==> src/rtl/instruction_fetch_unit_pkg.sv <==
// Shared definitions for the instruction fetch path: fetch FSM states,
// instruction field positions and default widths.
package instruction_fetch_unit_pkg;

  localparam int ADDR_W_DEF  = 5;
  localparam int INSTR_W_DEF = 16;

  // Opcode field position, shared with instruction_register and arithmetic_logic_unit.
  localparam int OPCODE_LSB = 0;
  localparam int OPCODE_MSB = 2;

  typedef enum logic [1:0] {
    IDLE = 2'd0,
    WAIT = 2'd1,
    DROP = 2'd2
  } fetch_state_e;

endpackage

==> src/rtl/instruction_fetch_unit_fetch_queue.sv <==
// Prefetch FIFO with a registered head word; flush takes priority over
// push and pop issued in the same cycle.
module fetch_queue #(
  parameter  int DEPTH   = 2,
  parameter  int INSTR_W = 16,
  localparam int PTR_W   = $clog2(DEPTH),
  localparam int CNT_W   = $clog2(DEPTH + 1)
) (
  input  logic               clk,
  input  logic               rst,
  input  logic               push,
  input  logic               pop,
  input  logic               flush,
  input  logic [INSTR_W-1:0] wdata,
  output logic [INSTR_W-1:0] rdata,
  output logic [CNT_W-1:0]   count,
  output logic               empty
);

  logic [INSTR_W-1:0] mem_q [DEPTH];
  logic [PTR_W-1:0]   wptr_q, wptr_d;
  logic [PTR_W-1:0]   rptr_q, rptr_d;
  logic [CNT_W-1:0]   count_q, count_d;
  logic [INSTR_W-1:0] rdata_q, rdata_d;
  logic               push_eff;
  logic               pop_eff;

  assign push_eff = push & ~flush;
  assign pop_eff  = pop & ~flush & (count_q != '0);

  always_comb begin
    wptr_d  = wptr_q;
    rptr_d  = rptr_q;
    count_d = count_q;
    rdata_d = rdata_q;
    if (flush) begin
      wptr_d  = '0;
      rptr_d  = '0;
      count_d = '0;
    end else begin
      if (push_eff) wptr_d = wptr_q + PTR_W'(1);
      if (pop_eff)  rptr_d = rptr_q + PTR_W'(1);
      count_d = count_q + CNT_W'(push_eff) - CNT_W'(pop_eff);
      // Head register tracks the oldest entry; it keeps its last value when empty.
      if ((count_q - CNT_W'(pop_eff)) == '0) begin
        if (push_eff) rdata_d = wdata;
      end else if (pop_eff) begin
        rdata_d = mem_q[rptr_d];
      end
    end
  end

  always_ff @(posedge clk) begin
    if (rst) begin
      wptr_q  <= '0;
      rptr_q  <= '0;
      count_q <= '0;
      rdata_q <= '0;
    end else begin
      wptr_q  <= wptr_d;
      rptr_q  <= rptr_d;
      count_q <= count_d;
      rdata_q <= rdata_d;
    end
  end

  always_ff @(posedge clk) begin
    if (!rst && push_eff) mem_q[wptr_q] <= wdata;
  end

  assign rdata = rdata_q;
  assign count = count_q;
  assign empty = (count_q == '0);

endmodule

==> src/rtl/instruction_fetch_unit.sv <==
// Instruction fetch unit: requests words from instruction memory at fetch_pc,
// buffers them in a prefetch queue and offers the head to the instruction register.
module instruction_fetch_unit
  import instruction_fetch_unit_pkg::*;
#(
  parameter int ADDR_W  = ADDR_W_DEF,
  parameter int INSTR_W = INSTR_W_DEF,
  parameter int DEPTH   = 2
) (
  input  logic                        clk,
  input  logic                        rst,
  input  logic                        ld_pc,
  input  logic [ADDR_W-1:0]           pc_target,
  output logic                        imem_req,
  output logic [ADDR_W-1:0]           imem_addr,
  input  logic                        imem_ack,
  input  logic [INSTR_W-1:0]          imem_rdata,
  output logic                        instr_valid,
  input  logic                        instr_ready,
  output logic [INSTR_W-1:0]          instr_word,
  output logic [OPCODE_MSB:0]         instr_opcode,
  output logic [INSTR_W-OPCODE_MSB-2:0] instr_addr,
  output logic [ADDR_W-1:0]           fetch_pc,
  output fetch_state_e                dbg_state
);

  localparam int CNT_W = $clog2(DEPTH + 1);

  fetch_state_e        state_q, state_d;
  logic [ADDR_W-1:0]   fetch_pc_q, fetch_pc_d;
  logic                imem_req_q, imem_req_d;
  logic [ADDR_W-1:0]   imem_addr_q, imem_addr_d;
  logic                q_push;
  logic                q_pop;
  logic [CNT_W-1:0]    q_count;
  logic                q_empty;

  // Handshake: the head word transfers on any cycle where instr_valid and
  // instr_ready are both high; instr_word is stable while valid and not taken.
  assign q_pop = instr_valid & instr_ready;

  always_comb begin
    state_d     = state_q;
    fetch_pc_d  = fetch_pc_q;
    imem_req_d  = imem_req_q;
    imem_addr_d = imem_addr_q;
    q_push      = 1'b0;
    case (state_q)
      IDLE: begin
        if (ld_pc) begin
          fetch_pc_d = pc_target;
        end else if (q_count < CNT_W'(DEPTH)) begin
          imem_req_d  = 1'b1;
          imem_addr_d = fetch_pc_q;
          state_d     = WAIT;
        end
      end
      WAIT: begin
        if (ld_pc) begin
          fetch_pc_d = pc_target;
          if (imem_ack) begin
            imem_req_d = 1'b0;
            state_d    = IDLE;
          end else begin
            state_d = DROP;
          end
        end else if (imem_ack) begin
          q_push     = 1'b1;
          fetch_pc_d = fetch_pc_q + ADDR_W'(1);
          imem_req_d = 1'b0;
          state_d    = IDLE;
        end
      end
      DROP: begin
        // The stale response must still drain before a new request can go out.
        if (ld_pc) fetch_pc_d = pc_target;
        if (imem_ack) begin
          imem_req_d = 1'b0;
          state_d    = IDLE;
        end
      end
      default: begin
        state_d    = IDLE;
        imem_req_d = 1'b0;
      end
    endcase
  end

  always_ff @(posedge clk) begin
    if (rst) begin
      state_q     <= IDLE;
      fetch_pc_q  <= '0;
      imem_req_q  <= 1'b0;
      imem_addr_q <= '0;
    end else begin
      state_q     <= state_d;
      fetch_pc_q  <= fetch_pc_d;
      imem_req_q  <= imem_req_d;
      imem_addr_q <= imem_addr_d;
    end
  end

  fetch_queue #(
    .DEPTH   (DEPTH),
    .INSTR_W (INSTR_W)
  ) u_fetch_queue (
    .clk   (clk),
    .rst   (rst),
    .push  (q_push),
    .pop   (q_pop),
    .flush (ld_pc),
    .wdata (imem_rdata),
    .rdata (instr_word),
    .count (q_count),
    .empty (q_empty)
  );

  assign instr_valid  = ~q_empty;
  assign instr_opcode = instr_word[OPCODE_MSB:OPCODE_LSB];
  assign instr_addr   = instr_word[INSTR_W-1:OPCODE_MSB+1];
  assign imem_req     = imem_req_q;
  assign imem_addr    = imem_addr_q;
  assign fetch_pc     = fetch_pc_q;
  assign dbg_state    = state_q;

endmodule

==> config.mk <==
export PLATFORM = sky130hd
export DESIGN_NAME = instruction_fetch_unit
export DESIGN_NICKNAME = d
export VERILOG_FILES = /design/src/rtl/instruction_fetch_unit_pkg.sv /design/src/rtl/instruction_fetch_unit_fetch_queue.sv /design/src/rtl/instruction_fetch_unit.sv
export SDC_FILE = /design/constraint.sdc
export NUM_CORES = 1
export LEC_CHECK = 0
export CAP_MARGIN = 30
export CORE_MARGIN = 3
export CORE_UTILIZATION = 56
export CTS_CLUSTER_DIAMETER = 30
export CTS_CLUSTER_SIZE = 40
export DETAILED_ROUTE_END_ITERATION = 6
export GPL_TIMING_DRIVEN = 0
export PLACE_DENSITY = 0.9
export SLEW_MARGIN = 0
export SYNTH_ARGS = -nofsm -noshare
export SYNTH_HDL_FRONTEND = slang
export SYNTH_HIERARCHICAL = 1
export SYNTH_SLANG_ARGS = --single-unit
==> constraint.sdc <==
create_clock -name clk -period 7.42 [get_ports clk]
set_clock_uncertainty 0.1 [all_clocks]
set_input_delay 1.113 -clock clk [delete_from_list [all_inputs] [get_ports clk]]
set_output_delay 1.113 -clock clk [all_outputs]
set_load 0.02 [all_outputs]
==> metrics.txt <==
Synth Area in Simple Gates 0.209; GRT Util Overall 0.257; Hold Vio Cnt, Final 0; maximum fanout along the worst path 16; Root Driver clkbuf_8; syn_area_per_cell 9.26 um2; Pre-Repair DR Iteration Count 5; Synth Area in Compound Gates 0.149; Max clock buf depth 2; Setup crit start kind primary input; Die Height 87.2 um; Gates resized, CTS repair 0; mux share of post-synthesis cell area 0.0569; # clock sinks 65; RePlAce Congestion 0.919; Arrival @ worst endpoint 3540 ps; Worst Hold Depth 2; core footprint ~0.006 mm2; HP Start u_fetch_queue/rdata[3]; worst hold slack between 300 and 400 ps; Post-CTS Hold Fix Bufs 0; period utilization 0.495; global-route wire length before repair 15000 um; CTS clk-pin slew, worst paths around 70 ps; Synth Register Bits between 60 and 70; post-synth top area cell edfxtp_1; Post-DP HPWL ~6600 um; GR peak layer met2; Final Max Tran Viols 0; most common cell in the netlist nor2_1; Synth-to-Final Area Change 27.9%; Die ar. roughly 0.0076 mm2; crit end category register; status complete, no violations; CTS tree done; CP peak stage delay between 700 and 800 ps; diode count 0; top post-synthesis cells by area edfxtp_1, dfxtp_1, nor2_1; Final setup viols 0; Hold Crit Class reg -> reg; Top-Level Pins ~70; area of the multi-input gates 0.00166 mm2; R2R Setup Slk 4340 ps; leak pwr 1.68 nW; IO Port Bufs 71; H-tree levels 3; final net count 516; Seq/Total Area, Yosys 0.439; pwr dens 172 mW/mm2; die width 87.2 um; crit path max-delay cell type and3_1; Post-Syn Nets 433; Primary FF master, synth dfxtp_1; critical path, cell by cell clkdlybuf4s50_1 > buf_6 > and2b_1 > and2_1 > buf_1 > and3_1; Row Count 28; layout cell share with drive strength beyond 1 0.117; remaining antenna violation count 0; critical path required time around 7300 ps; main combinational cell family by area after synthesis simple AND/OR/NAND/NOR gates; wire per inst 16.7 um; Worst-Skew Late Latency 340 ps; Tightest Pin Transition 829 ps; Fillers between 400 and 500; setup tns final 0 ps; warnings from Yosys 6; XOR/XNOR share of the synthesized area 0.00711; FF-to-FF path depth 11; Register Area 0.00162 mm2; Worst Hold End u_fetch_queue/rdata[3]; RSZ-0062 raised after global routing false; RR Endpoint u_fetch_queue/rdata[13]; grt ovf 0; Starting Density 0.599; Final Critical Period 3670 ps; CP Launch Point ld_pc; post-synthesis async set-or-reset flop share 0; largest net degree at the start of global routing 17; Mapped Cells between 300 and 400; Synth Area in Adders 0.0271; GR Layer Usage met1 0.317; Initial DRC Count 493; commonest cells in the netlist nor2_1, inv_1, dfxtp_1; met2 usage 0.425; vias per cell slightly below 6; post-CTS setup buffers 0; reg-to-reg startpoint u_fetch_queue/count[1]; total number of vias around 3300; Routed WL 9410 um; achievable clock frequency about 0.27 GHz; vias in the first global route 3211; Synth top area share 0.260; Post-synth EDFFs 32; met3 usage 0.0634; Peak VDD IR 0.127 mV; Yosys cell types 41; antenna violations before repair 0; total CTS buffers 9; WS Path Type in -> reg; Slew HR 0.448; Remaining DRCs 0; synthesized area 0.00369 mm2; Max-Cap Viols 0
## metrics by stage
| stage | cell area [um2] | power (mW) | setup slack (ps) | utilization | cells |
|---|---|---|---|---|---|
| detailed placement | 4510 | 0.490 | 3420 | 0.731 | 546 |
| CTS | 4730 | 0.817 | 3780 | 0.766 | 562 |
| floorplan | 3690 | 0.446 | 4280 | - | 399 |
| global placement | 4500 | 0.488 | 3180 | 0.730 | 545 |
| global route | 4730 | 0.845 | 3610 | 0.766 | 562 |
| finish | 4730 | 0.815 | 3750 | 0.766 | 562 |
## layer usage
metal  vias up  part of all wire  wire, um
met5         -                 0         0
met4         0             0.026       249
met3        29             0.093       878
met2       199              0.47      4440
met1      1537              0.41      3840
li1       1548                 -         -
## cells by family after synthesis
group | after synthesis
xor+xnor | 3
fa+ha+maj | 8
mux | 21
flops | 65
compound gates | 75
simple gates | 144
buf+inv | 83
## cells in the final DEF, fill, tap and decap left out, types with 4 or more instances in the layout
| cell | netlist | final |
|---|---|---|
| a21oi_1 | 24 | 24 |
| a221oi_1 | 8 | 8 |
| a221oi_2 | 10 | 10 |
| buf_2 | 5 | 5 |
| buf_4 | 16 | 17 |
| buf_6 | 4 | 4 |
| clkbuf_1 | 17 | 17 |
| clkbuf_8 | 0 | 9 |
| clkdlybuf4s50_1 | 0 | 71 |
| dfxtp_1 | 33 | 33 |
| edfxtp_1 | 32 | 32 |
| ha_1 | 8 | 8 |
| inv_1 | 38 | 38 |
| mux2i_1 | 21 | 21 |
| nand2_1 | 6 | 6 |
| nand2b_1 | 4 | 4 |
| nand4_1 | 16 | 16 |
| nand4b_1 | 16 | 16 |
| nor2_1 | 61 | 61 |
| nor2b_1 | 19 | 19 |
| nor3_1 | 4 | 4 |
| o21ai_0 | 22 | 22 |
## flip-flops by register name, indices dropped and copies added, names as in the netlist, 2 cells and up
signal	count
dbg_state	2
fetch_pc	5
imem_addr	5
u_fetch_queue/count	2
u_fetch_queue/mem_q	32
u_fetch_queue/rdata	16
## where the power goes
part / switching, mW / total [mW] / internal, mW
clock network: 0.142 / 0.331 / 0.189
registers: 0.00765 / 0.391 / 0.384
logic: 0.0470 / 0.0925 / 0.0455
## layout make-up
type	count	area share
Multi-Input combinational cell	251	0.351
Clock buffer	9	0.0262
Buffer	44	0.0553
Sequential cell	65	0.343
Tap cell	75	0.0199
Inverter	39	0.0320
Clock inverter	7	0.0201
Timing Repair Buffer	72	0.152
## worst max path at each step
stage / endpoint / slack [ps] / cells after the start
after CTS: u_fetch_queue/mem_q[1][13] / 3780 / 6
after global placement: u_fetch_queue/mem_q[0][9] / 3180 / 7
after global routing: u_fetch_queue/mem_q[1][0] / 3610 / 6
after detailed placement: u_fetch_queue/mem_q[1][9] / 3420 / 6
final: u_fetch_queue/mem_q[1][13] / 3750 / 6
after floorplan: u_fetch_queue/mem_q[0][0] / 4280 / 6
## worst max-delay path: cells and delay by family
| family | cells | cell delay, ps |
|---|---|---|
| buffers and inverters | 3 | 1210 |
| and+or+nand+nor | 3 | 1200 |
No activity file was read; power rests on OpenSTA's default activity.
